===== src/rtl/bit_stream_pkg.sv =====
// Shared types and constants for the sync-hunt / deframe datapath.
package bit_stream_pkg;

    // Deframer control states: hunting for lock, collecting payload, sampling parity.
    typedef enum logic [1:0] {
        IDLE    = 2'd0,
        PAYLOAD = 2'd1,
        PARITY  = 2'd2
    } deframe_state_t;

    // Sync word the upstream detector hunts for; the deframer only sees its lock pulse.
    localparam int                      SYNC_LEN     = 7;
    localparam logic [SYNC_LEN-1:0]     SYNC_PATTERN = 7'b1001001;

endpackage : bit_stream_pkg


===== src/rtl/bit_deser.sv =====
// Serial-to-parallel word assembler: MSB-first shift register with a bit counter.
// word/word_done are combinational so the owner can capture the complete word,
// including the bit being sampled, on the same edge that samples it.
module bit_deser
    import bit_stream_pkg::*;
#(
    parameter int DATA_W = 8
) (
    input  logic              clk,
    input  logic              rst_n,
    input  logic              din,
    input  logic              shift_en,
    input  logic              clr,
    output logic [DATA_W-1:0] word,
    output logic              word_done
);

    localparam int BC_W = (DATA_W > 1) ? $clog2(DATA_W) : 1;

    logic [DATA_W-1:0] r_sr;
    logic [BC_W-1:0]   r_bit_cnt;
    logic [DATA_W-1:0] w_word;
    logic              w_last_bit;

    // Next shift-register contents: current bits move up, din lands in the LSB.
    assign w_word     = DATA_W'({r_sr, din});
    assign w_last_bit = (r_bit_cnt == BC_W'(DATA_W - 1));

    assign word      = w_word;
    assign word_done = shift_en & w_last_bit;

    // Shift one bit per enabled edge; the counter wraps after the last bit of a word.
    always_ff @(posedge clk or negedge rst_n) begin
        if (!rst_n) begin
            r_sr      <= '0;
            r_bit_cnt <= '0;
        end else if (clr) begin
            r_sr      <= '0;
            r_bit_cnt <= '0;
        end else if (shift_en) begin
            r_sr      <= w_word;
            r_bit_cnt <= w_last_bit ? '0 : r_bit_cnt + BC_W'(1);
        end
    end

endmodule : bit_deser


===== src/rtl/bit_stream_deframer.sv =====
// Deframer that follows the sync detector: after a lock pulse it collects
// FRAME_WORDS payload words MSB-first, checks a trailing even-parity bit,
// reports frame status and returns to waiting for the next lock.
module bit_stream_deframer
    import bit_stream_pkg::*;
#(
    parameter int DATA_W      = 8,
    parameter int FRAME_WORDS = 4,
    parameter int CNT_W       = 8
) (
    input  logic              clk,
    input  logic              rst_n,
    input  logic              din,
    input  logic              lock,
    output logic [DATA_W-1:0] data_out,
    output logic              data_valid,
    output logic [CNT_W-1:0]  word_cnt,
    output logic              frame_active,
    output logic              frame_done,
    output logic              parity_err
);

    deframe_state_t    r_state;
    logic [DATA_W-1:0] r_data_out;
    logic              r_data_valid;
    logic [CNT_W-1:0]  r_word_cnt;
    logic              r_frame_active;
    logic              r_frame_done;
    logic              r_parity_err;
    logic              r_parity_acc;

    logic              w_shift_en;
    logic              w_clr;
    logic [DATA_W-1:0] w_word;
    logic              w_word_done;
    logic              w_last_word;

    // The deserialiser shifts only during payload and is held clear while hunting,
    // so a new frame always starts from bit 0 of word 0.
    assign w_shift_en  = (r_state == PAYLOAD);
    assign w_clr       = (r_state == IDLE);
    assign w_last_word = (r_word_cnt == CNT_W'(FRAME_WORDS - 1));

    bit_deser #(
        .DATA_W   (DATA_W)
    ) u_deser (
        .clk       (clk),
        .rst_n     (rst_n),
        .din       (din),
        .shift_en  (w_shift_en),
        .clr       (w_clr),
        .word      (w_word),
        .word_done (w_word_done)
    );

    // Frame FSM with registered outputs; lock is ignored outside IDLE.
    always_ff @(posedge clk or negedge rst_n) begin
        if (!rst_n) begin
            r_state        <= IDLE;
            r_data_out     <= '0;
            r_data_valid   <= 1'b0;
            r_word_cnt     <= '0;
            r_frame_active <= 1'b0;
            r_frame_done   <= 1'b0;
            r_parity_err   <= 1'b0;
            r_parity_acc   <= 1'b0;
        end else begin
            r_data_valid <= 1'b0;
            r_frame_done <= 1'b0;
            case (r_state)
                IDLE: begin
                    // din on the lock edge is the final sync bit, not payload.
                    if (lock) begin
                        r_state        <= PAYLOAD;
                        r_word_cnt     <= '0;
                        r_parity_acc   <= 1'b0;
                        r_frame_active <= 1'b1;
                    end
                end
                PAYLOAD: begin
                    r_parity_acc <= r_parity_acc ^ din;
                    if (w_word_done) begin
                        r_data_out   <= w_word;
                        r_data_valid <= 1'b1;
                        r_word_cnt   <= r_word_cnt + CNT_W'(1);
                        if (w_last_word) begin
                            r_state <= PARITY;
                        end
                    end
                end
                PARITY: begin
                    // Odd total of ones over payload plus parity bit is an error.
                    r_parity_err   <= r_parity_acc ^ din;
                    r_frame_done   <= 1'b1;
                    r_frame_active <= 1'b0;
                    r_state        <= IDLE;
                end
                default: begin
                    r_state        <= IDLE;
                    r_frame_active <= 1'b0;
                end
            endcase
        end
    end

    assign data_out     = r_data_out;
    assign data_valid   = r_data_valid;
    assign word_cnt     = r_word_cnt;
    assign frame_active = r_frame_active;
    assign frame_done   = r_frame_done;
    assign parity_err   = r_parity_err;

endmodule : bit_stream_deframer


===== config.mk =====
export PLATFORM = sky130hd
export DESIGN_NAME = bit_stream_deframer
export DESIGN_NICKNAME = d
export VERILOG_FILES = /design/src/rtl/bit_stream_pkg.sv /design/src/rtl/bit_deser.sv /design/src/rtl/bit_stream_deframer.sv
export SDC_FILE = /design/constraint.sdc
export NUM_CORES = 1
export LEC_CHECK = 0
export CORE_ASPECT_RATIO = 2
export CORE_MARGIN = 4
export CORE_UTILIZATION = 51
export CTS_CLUSTER_DIAMETER = 200
export DETAILED_ROUTE_END_ITERATION = 10
export PLACE_DENSITY = 0.77
export SYNTH_ARGS = -nofsm -noshare
export SYNTH_HDL_FRONTEND = slang
export SYNTH_SLANG_ARGS = --single-unit
export TNS_END_PERCENT = 50

===== constraint.sdc =====
create_clock -name clk -period 2.25 [get_ports clk]
set_clock_uncertainty 0.15 [all_clocks]
set_input_delay 0.5625 -clock clk [delete_from_list [all_inputs] [get_ports clk]]
set_output_delay 0.5625 -clock clk [all_outputs]
set_load 0.05 [all_outputs]

# Word level (Yosys, flattened, before mapping)
# Cells that the tools add are included.
# W data, S select, Z words.
[totals]
out_inout_bits = 20
reg_bits = 33
[op_classes]
eq_ne = 7
reduce_logical = 7
bitwise_logic = 3
addsub = 2
muxes = 19
[ops]
columns = ["cell", "count"]
rows = [
  ["$mux W8", 2],
  ["$pmux W8 S2", 1],
  ["$mux W7", 2],
  ["$mux W3", 3],
  ["$add A8 B1 Y8 const B", 1],
  ["$eq A8 B2 Y1 const B", 1],
  ["$mux W2", 3],
  ["$ne A2 B2 Y1 const B", 3],
  ["$reduce_and A2 Y1", 3],
  ["$reduce_and A3 Y1", 2],
  ["$mux W1", 5],
  ["$pmux W1 S2", 2],
  ["$pmux W2 S2", 1],
  ["$add A3 B1 Y3 const B", 1],
  ["$eq A3 B3 Y1 const B", 1],
  ["$eq A2 B1 Y1 const B", 1],
  ["$eq A2 B2 Y1 const B", 1],
  ["$logic_not A2 Y1", 1],
  ["$reduce_bool A2 Y1", 1],
  ["$and A1 B1 Y1", 1],
  ["$not A1 Y1", 1],
  ["$xor A1 B1 Y1", 1],
]

# Logic depth before layout (Yosys ltp)
# Gate-level depths: netlist of the first run.
[depth]
depth_word = 4
mapped_depth = 5
ltp_nobuf = 5

# By module
# A second synthesis of the first run with hierarchy kept.
[hier_totals]
hier_cells = 124
area_unflattened_um2 = 1452.6
[modules_own_cells]
columns = ["mod", "seq_area_each_um2", "cells_per_inst", "n_inst", "area_each_um2"]
rows = [
  ["bit_stream_deframer", 575.6, 87, 1, 1008.5],
  ["bit_deser", 250.2, 37, 1, 444.2],
]

# Worst setup path before layout of the first run
# OpenSTA, ideal clock, no wires.
[synth_path]
path_type = "reg2reg"
start = "reg r_word_cnt[0] (netlist: word_cnt[0])"
end = "reg r_word_cnt[4] (netlist: word_cnt[4])"
slack_ns = 0.461
stages_incl_launch_ff = 5
setup_ns = 0.078
path_buffers = 0
t_arrival_ns = 1.561
period_less_slack_ns = 1.789
path_cell_list = "dfrtp_1 -> ha_1 -> nand4b_1 -> or3_1 -> a21oi_1"
[synth_via]
elab_chain_len = 3
[synth_rtl]
columns = ["element", "line", "text"]
rows = [
  ["start: declaration", "bit_stream_deframer.sv:26", "logic [CNT_W-1:0] r_word_cnt;"],
  ["start signal: assignment", "bit_stream_deframer.sv:85", "r_word_cnt <= r_word_cnt + CNT_W'(1);"],
  ["$add A8 B1 Y8", "bit_stream_deframer.sv:85", ""],
  ["$mux W8", "bit_stream_deframer.sv:82", "if (w_word_done) begin"],
  ["$pmux W8 S2", "bit_stream_deframer.sv:70", "case (r_state)"],
]
# No other way between the ends. The select of a mux whose other input is x is not followed.
# A chain may end at the register's enable or synchronous reset.

# Worst setup path in the final report of the first run
[layout_path]
start = "reg r_word_cnt[1] (netlist: word_cnt[1])"
end = "out word_cnt[1]"
[layout_lines]
columns = ["element", "line", "text"]
rows = [
  ["end: declaration", "bit_stream_deframer.sv:17", "output logic [CNT_W-1:0] word_cnt,"],
]
# No word-level cell between the ends.

==> results of run 1 <==
## flip-flops by register name, indices dropped and copies added (netlist names)
name / flops
parity_err: 1
frame_active: 1
data_valid: 1
u_deser.r_bit_cnt: 3
data_out: 8
word_cnt: 8
frame_done: 1
r_parity_acc: 1
u_deser.r_sr: 7
r_state: 2
## area by class of cell
class | instances | area, µm² | area share (%)
multi-input combinational | 74 | 523 | 30.0
timing repair buffer | 27 | 234 | 13.4
tap | 28 | 35.0 | 2.01
inverter | 3 | 11.3 | 0.645
clock buffer | 7 | 86.3 | 4.95
clock inverter | 1 | 30.0 | 1.72
sequential | 33 | 826 | 47.3
## worst register-to-register path: cells and delay by family, from the launching register on
kind	cells	cell delay [ps]
adder cells (fa/ha/maj)	2	460
flip-flops	1	400
multiplexers	1	390
AND/OR/NAND/NOR	1	360
## cells in the mapped netlist (2+ instances only)
master and n:
sky130_fd_sc_hd__nor3b_1 2, sky130_fd_sc_hd__clkbuf_1 2, sky130_fd_sc_hd__dfrtp_1 33, sky130_fd_sc_hd__or3_1 2
sky130_fd_sc_hd__a22o_1 7, sky130_fd_sc_hd__o21ai_0 10, sky130_fd_sc_hd__nand2_1 10, sky130_fd_sc_hd__nand4_1 2
sky130_fd_sc_hd__a21oi_1 5, sky130_fd_sc_hd__o31ai_1 4, sky130_fd_sc_hd__nor2b_1 2, sky130_fd_sc_hd__ha_1 3
sky130_fd_sc_hd__or4_1 2, sky130_fd_sc_hd__buf_2 2, sky130_fd_sc_hd__mux2_2 8, sky130_fd_sc_hd__nand4b_1 2
sky130_fd_sc_hd__nor2_1 4, sky130_fd_sc_hd__inv_1 3
## power by group
group / leakage, nW / switching, mW / internal, mW
Clock: 0.0585 / 0.204 / 0.361
Combinational: 0.335 / 0.644 / 0.399
Sequential: 0.414 / 0.173 / 0.802
Total: 0.807 / 1.02 / 1.56
## final timing paths
path,start,endpoint,slack [ps],depth (start not counted)
worst max-delay path,word_cnt[1]$_DFFE_PN0P_,word_cnt[1],40,1
worst min register to register,data_out[6]$_DFFE_PN0P_,data_out[6]$_DFFE_PN0P_,360,1
worst max register to register,u_deser.r_bit_cnt[0]$_DFFE_PN0P_,data_out[2]$_DFFE_PN0P_,370,4
worst min-delay path,data_out[6]$_DFFE_PN0P_,data_out[6]$_DFFE_PN0P_,360,1
min in group asynchronous,rst_n,word_cnt[7]$_DFFE_PN0P_,520,2
max in group asynchronous,rst_n,data_out[2]$_DFFE_PN0P_,1120,2
## kinds of logic (layout without fill, tap and decap cells)
group,after synthesis,count (layout),synth area share [%]
multiplexers,9,9,7.48
flip-flops,33,33,59.5
buffers and inverters,8,38,2.88
adder cells (fa/ha/maj),3,3,2.70
XOR/XNOR,2,2,1.26
AO/OA/AOI/OAI,29,29,13.8
AND/OR/NAND/NOR,31,31,12.4
## placed cells by master (no fill, tap or decap), drive strengths merged
cell type      instances
a21o                   1
a21oi                  5
a22o                   7
a32o                   1
and2b                  1
buf                   14
bufinv                 1
clkbuf                 7
clkdlybuf4s50         12
dfrtp                 33
dlygate4sd2            1
ha                     3
inv                    3
mux2                   8
mux2i                  1
nand2                 10
nand3                  1
nand4                  2
nand4b                 2
nor2                   4
nor2b                  2
nor3                   1
nor3b                  2
nor4b                  1
o211ai                 1
o21ai                 10
o31ai                  4
or3                    2
or3b                   1
or4                    2
xnor2                  1
xor2                   1
## layer usage
layer	vias to the layer above	GRT usage [%]	share of wire, %
li1	474	-	-
met1	492	19.1	38
met2	25	32.3	54
met3	11	4.17	4.0
met4	0	13.2	4.2
met5	-	0	0
## stage by stage
step	utilization, %	cells	setup slack [ps]
3_5_place_dp	63.4	165	99.8
6_report	67.9	173	39.8
5_1_grt	67.9	173	8.06
2_1_floorplan	-	115	461
3_3_place_gp	63.4	165	146
4_1_cts	67.9	173	39.0
## repair_timing
item,CTS,global route
setup buffers,0,0
endpoints found under the setup margin,1,0
resized for setup,1,0
hold buffers,0,0
==> impl_summary.md, run 1 <==
STA
The post-route fraction of the period consumed by the critical path is between 90% and 100%. Setup repair after global routing left no endpoint under its margin. The final-report hold violation count was 0. The number of max-slew violations in the final report came to 0. The fmax is 0.452 GHz. The relative slew slack is 66.8%.

The time the final worst path needs with I/O delays and setup is 2210 ps. The summed negative setup slack over all endpoints is 0 ps. For the pin with the worst max-slew slack, the measured transition is 496 ps.

The tightest hold path in the finished design has a slack of ~360 ps. Setup violations remaining at the end of the flow were counted as 0.

CTS
The clock latency on the worst-skew pair is 280 ps. The CTS tree is yes. The H-tree was split into 2 levels. CTS placed an instance of sky130_fd_sc_hd__clkbuf_8 at the clock tree root. Clock-pin slew was measured on the worst setup and hold paths at 70 ps. The clock passes through at most 2 buffers.

The number of clock buffers inserted by TritonCTS is 5. Clock tree synthesis found a total of 33 sinks.

Layout
After filler insertion, the fill cell instance count of the layout stands at 204. At the end of the flow, the number of nets in the layout was 151. The number of antenna diodes in the final layout is 0. The proportion of layout cells with a drive suffix above 1 is 21.4%. Compared with the post-synthesis result, the final layout area differs by 25.7%. Once layout is done, the placed cells without fillers occupy 1750 µm².

Logic synthesis
The post-synth net total is 122. Each instance of the synthesized netlist takes up on average 12.1 µm². The main flop type after synthesis is sky130_fd_sc_hd__dfrtp_1. Synthesis inferred 33 register bits.

The library cell with the largest summed area after synthesis is sky130_fd_sc_hd__dfrtp_1. After technology mapping, the gate count stands at ~120. In this run, synthesis inferred 0 flip-flops with an integrated enable. Counting flops with an async set or reset pin after synthesis yields a share of 100%. Counting distinct cell types in the post-synthesis netlist gives 30. Sequential elements use 59.5% of the synthesized area.

By area the synthesized netlist is led by sky130_fd_sc_hd__dfrtp_1 59%, sky130_fd_sc_hd__mux2_2 6.5%, sky130_fd_sc_hd__a22o_1 4.4%. Summing every instance area after synthesis gives 1390 µm². Yosys printed 0 warnings.

After synthesis, the largest area contributor takes up 59.5% of total cell area.

Routing
Summed over all layers, the routed wires come to about 2.8 mm. The count of nets left with antenna violations once routing finished came out at 0. The per-cell via count in the routed design is 5.79. For this block, the initial DRC count from the detailed router was 12.

The total via count in the routed design is between 1000 and 1500. After detailed routing, the number of remaining DRC violations is 0. For this run, the detailed router's first-pass iteration total came to 2. Dividing the detail-routed wire length by the instance count gives 16.3 µm.

Placed design
Once placement finished, the instance area stood at 1630 µm². The count of buffers inserted at the top-level ports is 23. The HPWL after detailed placement is 2.00 mm. The routability congestion estimate is 0.886.

Hold path
The path class of the tightest hold or removal check is reg2reg.

GRT
The number of antenna violations at the first check in global routing was 0. The first global-routing pass estimated 4.87 mm of wire. The global-route usage over all layers is a little under a fifth. The via count of the first global-routing pass is 1083. The largest net degree at the start of global routing is 34. For this run the aggregate overflow at the end of global routing stands at 0.

Pwr
The static power due to leakage is 0.807 nW. The ratio of total power to cell area is approximately 1500 nW/µm². The overall power after layout is around 2.6 mW.

Across the VDD grid, the largest voltage drop is 926 µV.

Critical path
For the worst setup path, the data arrival time is roughly 1500 ps. STA classifies the critical path endpoint as a primary output. The endpoint required time on the critical path is ~1500 ps.

The kind of cell adding the most delay to the critical path is buffers and inverters. The worst stage delay on the critical path is 820 ps. The slowest stage of the critical path is the sky130_fd_sc_hd__clkdlybuf4s50_1 cell. Counting both buffers and inverters, the worst setup path holds a total of 1. Traced cell by cell, the critical path runs through clkdlybuf4s50_1. The worst setup path is launched from a flip-flop. The largest fanout on the critical path is 4. The worst setup path category is reg2out.

Die
After floorplanning, the core was sized to cover 2570 µm². The die covers 3670 µm². The I/O pin count is 24. In this run the core area contains 26 standard-cell rows.

Measured along the x axis, the die boundary spans 44.9 µm. The initial utilization of the core area, before any placement, comes to 54.0%. The overall die height is 81.8 µm.

Run status
The flow ran to the end, and the final reports show no timing, DRC or antenna violations.

Run
Across the run, the number of max-cap violations was 0.
(Power assumes the default switching activity.)
==> run 2, diff against run 1 <==
Settings changed: CORE_ASPECT_RATIO 2 to 0.75.
==> impl_summary.md, run 2 (synthesis gave the netlist of run 1 again) <==
GRT
The via count of the first global-routing pass is 995. The number of antenna violations at the first check in global routing came to 0. The global-route usage over all layers is 17.9%. The first global-routing pass estimated 4.61 mm of wire.

The remaining global-route overflow is 0. Entering global routing, the biggest net connects 34 pins.

Pwr
The maximum VDD drop is 932 µV. In this run, the combinational gates consume 42.7% of the power. The portion of total power attributed to sequential cells is between 30% and 40%. The reported net switching power is between 1 and 1.5 mW.

The internal cell power is between 1 and 1.5 mW. For this design the static power due to leakage is 0.842 nW. The part of the total power dissipated in the clock network is 18.2%.

The ratio of total power to cell area is 1410 nW/µm². The switching fraction of total power is 40.7%.

Critical path
The slack of the worst reg-to-reg path is 360 ps. The largest single stage delay on the critical path is 800 ps. The worst setup path category is reg2out. The cell family contributing the most delay on the critical path is buffers and inverters.

The worst-path cell with the longest stage delay is sky130_fd_sc_hd__clkdlybuf4s50_1. The launch point of the critical path is data_out[6]$_DFFE_PN0P_. Data arrives at the worst endpoint at approximately 1500 ps. For the worst setup path, the data required time is approximately 1500 ps.

The worst setup path is launched from a flip-flop. The capturing element of the worst setup path is data_out[6]. The number of buffers and inverters on the critical path is 1. Traced cell by cell, the critical path runs through clkdlybuf4s50_1. The largest fanout on the critical path is 2. For the worst flop-to-flop path, the logic depth is 4.

The startpoint identified for the worst register-to-register timing path is u_deser.r_bit_cnt[0]$_DFFE_PN0P_. The endpoint of the worst register-to-register path is data_out[5]$_DFFE_PN0P_. STA classifies the critical path endpoint as a primary output. The cell count along the critical path is 1.

Run status
The run finished with clean final reports.

STA
The final hold slack is 353 ps. The final-report hold violation count is 0. The transition at the pin with the smallest max-transition slack is roughly 510 ps. Timing would allow up to 0.456 GHz. The summed negative setup slack over all endpoints is 0 ps. After layout, the worst path uses 97.4% of the clock period. Setup repair after global routing left no endpoint under its margin. The smallest clock period supported by the final layout is computed as 2190 ps. The setup violation total in the final timing report is 0. Once routing completed, OpenROAD measured the worst setup slack at 58.6 ps.

The number of max-slew violations in the final report came to 0. In this run the tightest slew margin relative to its limit is 66.0%.

CTS
The clock-pin transition on the worst setup and hold timing paths is approximately 100 ps. The buffers inserted during post-CTS setup optimization is 0. The number of hold-repair buffers added at the cts stage is 0. Once the clock tree was built, the resizer swapped 0 gates to a different size. The CTS tree is yes. Counting along the longest clock path gives a buffer depth of 2.

The number of clock buffers inserted by TritonCTS is 5. The number of clock sinks seen by CTS is 33. Clock latency on the worst-skew pair, taken at its later pin, is 330 ps.

The root cell of the clock tree is sky130_fd_sc_hd__clkbuf_4. The number of levels in the clock H-tree is 2.

Layout
Cells with a size suffix above 1 make up 20.5% of the layout. In the layout the commonest cells are 33 x sky130_fd_sc_hd__dfrtp_1, 13 x sky130_fd_sc_hd__buf_4, 10 x sky130_fd_sc_hd__nand2_1, 10 x sky130_fd_sc_hd__o21ai_0, 9 x sky130_fd_sc_hd__clkdlybuf4s50_1. From synthesis to final layout, the design area changed by 26.2%. The area of combinational cells with multiple inputs is ~520 µm². The count of fill cells added during filler insertion is 190. Summing all flip-flop and latch instances after layout gives roughly 830 µm². The library cell used most frequently in the layout, excluding fill and tap cells, is sky130_fd_sc_hd__dfrtp_1. The number of antenna cells inserted is 0. After the last flow step, the layout net total stands at approximately 150.

Routing
The first-iteration detailed-routing DRC count is 44. In the routed design, unresolved DRC markers number 0. The per-cell via count in the routed design is 5.43. Dividing the detail-routed wire length by the instance count gives 14.8 µm. For this block, the routed nets add up to 2.70 mm of wire. The number of nets with antenna violations after detailed routing is 0. The detailed router placed approximately 1000 vias in this run.

The number of search-and-repair iterations in the first detailed-routing pass is 4.

Die
The total die area is 3630 µm². For this design the top-level I/O count stands at 24. The initial cell density of the core is 53.4%. The total area inside the core boundary comes to 2600 µm². The floorplan step set the die height to 53.2 µm. The total number of placement rows is 16. The die is 68.3 µm wide.

Placed design
During placement, the flow inserted port buffers numbering 23. Routability-driven placement finished with a final weighted congestion of between 0.8 and 0.9. Detailed placement ended at an HPWL of 1.94 mm. Timing analysis after detailed placement gives a worst setup slack of 81.9 ps.

Hold path
The kind of path behind the tightest hold check is reg2reg.

Run
The number of maximum-capacitance violations is 0.
==> run 2: changes by cell type in the layout (fill, tap and decap cells not counted), sizes merged <==
cell           previous run  this run
dlygate4sd2               1         0
dlymetal6s2s              0         6
buf                      14        13
clkdlybuf4s50            12         9
==> run 2: per-layer routing <==
| layer | track usage, % | vias to the layer above | part of all wire, % |
|---|---|---|---|
| met5 | 0 | - | 0 |
| met4 | 7.92 | 0 | 1.4 |
| met3 | 7.01 | 5 | 7.9 |
| met2 | 27.5 | 31 | 47 |
| met1 | 22.3 | 475 | 44 |
| li1 | - | 478 | - |
==> run 2: stage by stage <==
stage	area [µm²]	util, %	std cells	power [mW]
after global routing	1750	67.4	182	2.62
after global placement	1650	63.5	174	2.00
after detailed placement	1650	63.5	174	2.05
final	1750	67.4	182	2.48
after CTS	1740	66.8	182	2.51
after floorplan	1390	-	115	1.70
==> run 2: worst min-delay path by stage <==
stage	startpoint	endpoint	slack, ps	cells past startpoint
2_1_floorplan	rst_n	data_out[0]$_DFFE_PN0P_	120	0
5_1_grt	u_deser.r_bit_cnt[0]$_DFFE_PN0P_	u_deser.r_bit_cnt[0]$_DFFE_PN0P_	370	1
3_5_place_dp	u_deser.r_bit_cnt[0]$_DFFE_PN0P_	u_deser.r_bit_cnt[0]$_DFFE_PN0P_	340	1
6_report	u_deser.r_bit_cnt[0]$_DFFE_PN0P_	u_deser.r_bit_cnt[0]$_DFFE_PN0P_	350	1
4_1_cts	u_deser.r_bit_cnt[0]$_DFFE_PN0P_	u_deser.r_bit_cnt[0]$_DFFE_PN0P_	350	1
3_3_place_gp	u_deser.r_bit_cnt[2]$_DFFE_PN0P_	u_deser.r_bit_cnt[2]$_DFFE_PN0P_	320	2
==> run 2: area by class of cell <==
cell class              count  share of cell area [%]
inverters                   3                   0.642
multi-input cells          74                    29.8
clock buffers               7                    3.14
well taps                  36                    2.57
repair buffers             28                    15.0
flip-flops and latches     33                    47.1
clock inverters             1                    1.71
==> run 2: power by group through the flow <==
stage	clock, mW	combinational (mW)	sequential, mW
5_1_grt	0.494	1.13	0.995
6_report	0.452	1.06	0.967
2_1_floorplan	0	0.380	1.32
3_5_place_dp	0	1.07	0.984
4_1_cts	0.467	1.07	0.970
3_3_place_gp	0	1.03	0.969
